`src/rtl/uart_pkg.sv`:
```
// Shared UART definitions: baud codes, auto-baud FSM states, default thresholds.
package uart_pkg;

  localparam int unsigned DEF_CNT_W     = 18;
  localparam int unsigned DEF_T_19K_48K = 31250;
  localparam int unsigned DEF_T_48K_96K = 62500;
  localparam int unsigned DEF_T_96K_24K = 125000;
  localparam int unsigned DEF_MIN_SPAN  = 10416;
  localparam int unsigned DEF_MAX_SPAN  = 250000;

  // Falls counted after the start-bit fall before the 8-bit span is complete
  localparam int unsigned FCNT_W        = 3;
  localparam int unsigned FALLS_TO_LOCK = 4;

  typedef enum logic [1:0] {
    BAUD24  = 2'b00,
    BAUD48  = 2'b01,
    BAUD96  = 2'b10,
    BAUD192 = 2'b11
  } baud_e;

  typedef enum logic [2:0] {
    IDLE,
    WAIT_FALL,
    MEASURE,
    CHECK,
    LOCKED,
    ERROR
  } ab_state_e;

  // Map a measured 8-bit span onto a baud code; equality picks the slower rate
  function automatic baud_e span_to_baud(input int unsigned span,
                                         input int unsigned t_hi,
                                         input int unsigned t_mid,
                                         input int unsigned t_lo);
    baud_e code;
    if (span < t_hi)       code = BAUD192;
    else if (span < t_mid) code = BAUD96;
    else if (span < t_lo)  code = BAUD48;
    else                   code = BAUD24;
    return code;
  endfunction

endpackage

```
`src/rtl/uart_autobaud_ctrl_if.sv`:
```
// Auto-baud control/status bundle between the RX front end and the baud generator.
interface uart_autobaud_ctrl_if;
  import uart_pkg::*;

  logic  rx_in;
  logic  autobaud_start;
  baud_e baud_rate;
  logic  baud_en;
  logic  busy;
  logic  locked;
  logic  error;

  modport master (
    output rx_in, autobaud_start,
    input  baud_rate, baud_en, busy, locked, error
  );

  modport slave (
    input  rx_in, autobaud_start,
    output baud_rate, baud_en, busy, locked, error
  );

endinterface

```
`src/rtl/uart_rx_sync_edge.sv`:
```
// Two-flop synchronizer for the raw RX line with a one-cycle falling-edge pulse.
module uart_rx_sync_edge (
  input  logic clock,
  input  logic reset_n,
  input  logic rx_async,
  output logic fall_c
);

  logic sync1_q, sync1_d;
  logic sync2_q, sync2_d;
  logic prev_q,  prev_d;

  // Shift the line through the synchronizer and keep one extra stage for edge detect
  always_comb begin
    sync1_d = rx_async;
    sync2_d = sync1_q;
    prev_d  = sync2_q;
  end

  // Stages reset to the idle-high line level so reset never fakes a fall
  always_ff @(posedge clock or negedge reset_n) begin
    if (!reset_n) begin
      sync1_q <= 1'b1;
      sync2_q <= 1'b1;
      prev_q  <= 1'b1;
    end else begin
      sync1_q <= sync1_d;
      sync2_q <= sync2_d;
      prev_q  <= prev_d;
    end
  end

  assign fall_c = prev_q & ~sync2_q;

endmodule

```
`src/rtl/uart_autobaud_ctrl.sv`:
```
// Auto-baud controller: times a 0x55 sync character and locks a baud-rate code.
module uart_autobaud_ctrl
  import uart_pkg::*;
#(
  parameter int unsigned T_19K_48K = DEF_T_19K_48K,
  parameter int unsigned T_48K_96K = DEF_T_48K_96K,
  parameter int unsigned T_96K_24K = DEF_T_96K_24K,
  parameter int unsigned MIN_SPAN  = DEF_MIN_SPAN,
  parameter int unsigned MAX_SPAN  = DEF_MAX_SPAN,
  parameter int unsigned CNT_W     = DEF_CNT_W
) (
  input logic                 clock,
  input logic                 reset_n,
  uart_autobaud_ctrl_if.slave ab
);

  localparam int unsigned IVAL_W     = CNT_W - 2;
  localparam int unsigned GLITCH_MIN = MIN_SPAN / 4;

  logic fall_c;

  ab_state_e          state_q, state_d;
  logic [CNT_W-1:0]   span_q, span_d;
  logic [IVAL_W-1:0]  ival_q, ival_d;
  logic [FCNT_W-1:0]  fcnt_q, fcnt_d;
  baud_e              baud_rate_q, baud_rate_d;
  logic               baud_en_q, baud_en_d;
  logic               busy_q, busy_d;
  logic               locked_q, locked_d;
  logic               error_q, error_d;

  uart_rx_sync_edge u_sync (
    .clock    (clock),
    .reset_n  (reset_n),
    .rx_async (ab.rx_in),
    .fall_c   (fall_c)
  );

  // Next state, counters and status; a start request overrides everything else
  always_comb begin
    state_d     = state_q;
    span_d      = span_q;
    ival_d      = ival_q;
    fcnt_d      = fcnt_q;
    baud_rate_d = baud_rate_q;

    if (ab.autobaud_start) begin
      state_d = WAIT_FALL;
      span_d  = '0;
      ival_d  = '0;
      fcnt_d  = '0;
    end else begin
      unique case (state_q)
        IDLE: ;
        WAIT_FALL: begin
          if (fall_c) begin
            state_d = MEASURE;
            span_d  = '0;
            ival_d  = IVAL_W'(1);
            fcnt_d  = '0;
          end
        end
        MEASURE: begin
          span_d = span_q + CNT_W'(1);
          ival_d = (ival_q == '1) ? ival_q : ival_q + IVAL_W'(1);
          if (fall_c) begin
            ival_d = IVAL_W'(1);
            fcnt_d = fcnt_q + FCNT_W'(1);
          end
          // ival_q holds the cycles since the previous fall, including this one
          if (fall_c && (ival_q < IVAL_W'(GLITCH_MIN))) begin
            state_d = ERROR;
          end else if (fall_c && (fcnt_q == FCNT_W'(FALLS_TO_LOCK - 1))) begin
            state_d = CHECK;
          end else if (span_q == CNT_W'(MAX_SPAN - 1)) begin
            state_d = ERROR;
          end
        end
        CHECK: begin
          if ((span_q < CNT_W'(MIN_SPAN)) || (span_q >= CNT_W'(MAX_SPAN))) begin
            state_d = ERROR;
          end else begin
            baud_rate_d = span_to_baud(32'(span_q), T_19K_48K, T_48K_96K, T_96K_24K);
            state_d     = LOCKED;
          end
        end
        LOCKED: ;
        ERROR: ;
        default: state_d = IDLE;
      endcase
    end

    busy_d    = (state_d == WAIT_FALL) || (state_d == MEASURE);
    locked_d  = (state_d == LOCKED);
    baud_en_d = (state_d == LOCKED);
    error_d   = (state_d == ERROR);
  end

  // State, counter and output registers
  always_ff @(posedge clock or negedge reset_n) begin
    if (!reset_n) begin
      state_q     <= IDLE;
      span_q      <= '0;
      ival_q      <= '0;
      fcnt_q      <= '0;
      baud_rate_q <= BAUD96;
      baud_en_q   <= 1'b0;
      busy_q      <= 1'b0;
      locked_q    <= 1'b0;
      error_q     <= 1'b0;
    end else begin
      state_q     <= state_d;
      span_q      <= span_d;
      ival_q      <= ival_d;
      fcnt_q      <= fcnt_d;
      baud_rate_q <= baud_rate_d;
      baud_en_q   <= baud_en_d;
      busy_q      <= busy_d;
      locked_q    <= locked_d;
      error_q     <= error_d;
    end
  end

  assign ab.baud_rate = baud_rate_q;
  assign ab.baud_en   = baud_en_q;
  assign ab.busy      = busy_q;
  assign ab.locked    = locked_q;
  assign ab.error     = error_q;

endmodule

```
`src/flat_wrapper.sv`:
```
// flat-port wrapper written by rule: the top's interface ports become plain ports
module uart_autobaud_ctrl_flat import uart_pkg::*;
#(
  parameter int unsigned T_19K_48K = DEF_T_19K_48K,
  parameter int unsigned T_48K_96K = DEF_T_48K_96K,
  parameter int unsigned T_96K_24K = DEF_T_96K_24K,
  parameter int unsigned MIN_SPAN  = DEF_MIN_SPAN,
  parameter int unsigned MAX_SPAN  = DEF_MAX_SPAN,
  parameter int unsigned CNT_W     = DEF_CNT_W
)
  (clock, reset_n, ab_rx_in, ab_autobaud_start, ab_baud_rate, ab_baud_en, ab_busy, ab_locked, ab_error);
  uart_autobaud_ctrl_if ab_i ();
  input logic clock;
  input logic reset_n;
  input wire logic [$bits(ab_i.rx_in)-1:0] ab_rx_in;
  input wire logic [$bits(ab_i.autobaud_start)-1:0] ab_autobaud_start;
  output wire logic [$bits(ab_i.baud_rate)-1:0] ab_baud_rate;
  output wire logic [$bits(ab_i.baud_en)-1:0] ab_baud_en;
  output wire logic [$bits(ab_i.busy)-1:0] ab_busy;
  output wire logic [$bits(ab_i.locked)-1:0] ab_locked;
  output wire logic [$bits(ab_i.error)-1:0] ab_error;
  assign ab_i.rx_in = ab_rx_in;
  assign ab_i.autobaud_start = ab_autobaud_start;
  assign ab_baud_rate = ab_i.baud_rate;
  assign ab_baud_en = ab_i.baud_en;
  assign ab_busy = ab_i.busy;
  assign ab_locked = ab_i.locked;
  assign ab_error = ab_i.error;
  uart_autobaud_ctrl #(.T_19K_48K(T_19K_48K), .T_48K_96K(T_48K_96K), .T_96K_24K(T_96K_24K), .MIN_SPAN(MIN_SPAN), .MAX_SPAN(MAX_SPAN), .CNT_W(CNT_W)) u_core (.clock(clock), .reset_n(reset_n), .ab(ab_i));
endmodule
```
`config.mk`:
```
export PLATFORM = sky130hd
export DESIGN_NAME = uart_autobaud_ctrl_flat
export DESIGN_NICKNAME = d
export VERILOG_FILES = /design/src/rtl/uart_pkg.sv /design/src/rtl/uart_autobaud_ctrl_if.sv /design/src/rtl/uart_rx_sync_edge.sv /design/src/rtl/uart_autobaud_ctrl.sv /design/src/flat_wrapper.sv
export SDC_FILE = /design/constraint.sdc
export NUM_CORES = 1
export LEC_CHECK = 0
export CAP_MARGIN = 30
export CORE_MARGIN = 1.5
export CORE_UTILIZATION = 56
export DETAILED_ROUTE_END_ITERATION = 10
export PLACE_DENSITY_LB_ADDON = 0.08
export SLEW_MARGIN = 20
export SYNTH_ARGS = -nofsm -noshare
export SYNTH_HDL_FRONTEND = slang
export SYNTH_SLANG_ARGS = --single-unit
export TNS_END_PERCENT = 50
```
`constraint.sdc`:
```
create_clock -name clock -period 3.1 [get_ports clock]
set_input_delay 0.93 -clock clock [delete_from_list [all_inputs] [get_ports clock]]
set_output_delay 0.93 -clock clock [all_outputs]
set_load 0.01 [all_outputs]
```
==> run summary <==
Post-synth EDFFs: 0
Post-CTS Setup Bufs: 0
top post-synthesis cells by area: dfrtp_1 40%, nor2_1 4.8%, dfstp_2 3.8%
clock slew at reported path FFs: 0.08 ns
Via density: 5.71
most common cell after layout, fill and taps aside: dfrtp_1
Hold Fails Final Rpt: 0
TritonCTS clock tree: yes
internal reg-to-reg setup slack: 0.81 ns
commonest non-fill, non-tap cells in the layout: 44 x dfrtp_1, 35 x nor2_1, 25 x nand2_1
Starting Density: 58.0%
Root Buffer: clkbuf_8
fin. max-slew vios: 0
final core occ: 65.5%
CP max stage cell: clkdlybuf4s50_1
Yosys top cell by area: dfrtp_1
Largest stage delay, worst path: 0.44 ns
dpl hpwl: 4090 um
Hold Crit Endpoint: u_core.u_sync.prev_d$_DFF_PN1_
Sink Count: 48
Final Cycle Share: 81.7%
wire length per cell: 14.7 um
CTS resizes: 0
IO Port Bufs: 9
footprint of the multi-input gates: 1450 um^2
FF-to-FF End: u_core.ab.baud_en$_DFF_PN0_
drt total wl: 5580 um
Pre-Repair DR Iteration Count: 4
critical path data arrival time: 2.72 ns
Mapped Area: 2740 um^2
Synth Flop Type: dfrtp_1
crit start category: primary input
Reg2Reg Depth: 6
post-synthesis async set-or-reset flop share: 100%
via count: 2171
post-cts hold buffer count: 0
Detail Route Antenna Nets: 0
syn nets: 304
Peak VDD IR: 0.387 mV
Core Area: 4720 um^2
Setup Viol. Count Final: 0
yosys warns: 0
first-pass GRT wire length: 9540 um
# rows: 25
diodes inserted: 0
All-Layer GR Usage: 23.1%
Place WS: 0.254 ns
clock buffer depth: 2
initial antenna violation count: 0
Overflow after GRT: 0
area delta synth->final: 13.1%
crit path kind: in2reg
worst skew pair latency: 0.30 ns
crit path cell chain: clkdlybuf4s50_1 > nor4b_2 > nand3_1 > nor2_1 > nor3b_1 > nand3_1 > mux2_1
Synth Instances: 296
largest net degree at the start of global routing: 20
flop and latch count out of synthesis: 48
hold wc startpoint: u_core.u_sync.sync1_q$_DFF_PN1_
Setup WS post-layout: 0.568 ns
RR Startpoint: u_core.span_q[8]$_DFFE_PN0P_
Die W: 72.9 um
cell area power density: 435 nW/um^2
register area share after synthesis: 44.1%
Vert. Die Dim: 72.9 um
GP Congestion: 0.856
H-tree levels: 2
Hold/Removal Path Class: reg2reg
Avg Synthesized Cell Area: 9.25 um^2
status: finished, final reports clean
DRC Markers: 0
DRT iter0 DRCs: 171
CP max FO: 3
vias in the first global route: 2033
Fmax: 0.395 GHz
Reg area: 1210 um^2
relative slew slack: 65.5%
Max Clock Skew: 0.00809 ns
NumNets Final: 320
max cap viols: 0
fraction of layout cells with a size suffix above 1: 10.2%
Worst EP required: 3.28 ns
full die area: 5320 um^2
RSZ-0062 raised after global routing: false
io pins: 10
setup tns final: 0 ns
top cell type's share of synthesized area: 40.2%
post-layout min period: 2.53 ns
Hold Path Cell Cnt: 0
Leakage: 0.00134 uW
# fillers: 415
CP most frequent cell: nand3_1
crit end category: flip-flop
Synth cell types: 53
Worst-Margin Slew: 0.518 ns
Num CTS Buffers: 5
-- how the worst max path moves through the flow --
stage,from,end
floorplan,ab_autobaud_start,u_core.ival_q[4]$_DFFE_PN0P_
global placement,ab_autobaud_start,u_core.ival_q[12]$_DFFE_PN0P_
detailed placement,ab_autobaud_start,u_core.ival_q[12]$_DFFE_PN0P_
CTS,ab_autobaud_start,u_core.ival_q[12]$_DFFE_PN0P_
global route,ab_autobaud_start,u_core.ival_q[12]$_DFFE_PN0P_
finish,ab_autobaud_start,u_core.ival_q[12]$_DFFE_PN0P_
-- layer usage --
layer | part of all wire (%) | GRT usage (%) | up-vias
li1 | - | - | 1102
met1 | 53 | 34.6 | 1029
met2 | 43 | 34.7 | 36
met3 | 3.7 | 4.42 | 4
met4 | 0.66 | 5.24 | 0
met5 | 0 | 0 | -
-- cells by family (layout without fill, tap and decap cells) --
kind of cell | after synthesis | after routing | share of synthesized area, %
adder cells (fa/ha/maj) | 4 | 4 | 1.83
multiplexers | 3 | 3 | 1.14
AO/OA/AOI/OAI | 55 | 55 | 13.9
flip-flops | 48 | 48 | 44.1
buffers and inverters | 20 | 37 | 3.15
XOR/XNOR | 22 | 22 | 7.04
AND/OR/NAND/NOR | 144 | 144 | 28.9
-- per-stage QoR --
step                      power [uW]  hold slack (ns)  area [um^2]  instances
final                           1350            0.359         3100        380
after global routing            1400            0.363         3100        380
after CTS                       1360            0.362         3100        380
after detailed placement         750            0.349         2940        372
after global placement           749            0.347         2940        372
after floorplan                  706            0.345         2740        296
-- state kept, by name (all words and copies together), names as in the netlist --
name and count:
u_core.u_sync.sync1_q 1, u_core.u_sync.prev_d 1, u_core.ival_q 16, u_core.ab.baud_rate 2
u_core.span_q 18, u_core.ab.baud_en 1, u_core.ab.error 1, u_core.u_sync.prev_q 1
u_core.ab.busy 1, u_core.state_q 3, u_core.fcnt_q 3
-- critical path: cells and delay by family --
kind | cells | cell delay (ns)
and+or+nand+nor | 5 | 1.03
muxes | 1 | 0.31
buffers and inverters | 1 | 0.44
-- Yosys cell counts (9+ instances only) --
cell type and count:
dfrtp_1 44, nor2_1 35, nand2_1 25, nand3_1 14, a21oi_1 12, nor3_1 12, xnor2_1 12, xor2_1 10
clkbuf_1 9, inv_1 9, nand4_1 9
-- final cells by class --
type | count | area share [%]
clock buffer | 5 | 2.22
clock inverter | 3 | 2.91
inverter | 9 | 1.09
multi-input combinational | 228 | 46.7
sequential | 48 | 39.0
tap | 67 | 2.71
timing repair buffer | 20 | 5.42
-- power by group --
part,switching [uW],internal (uW)
Sequential,10.7,637
Clock,206,403
Combinational,57.4,32.4
Total,274,1070
(Power assumes the default switching activity.)
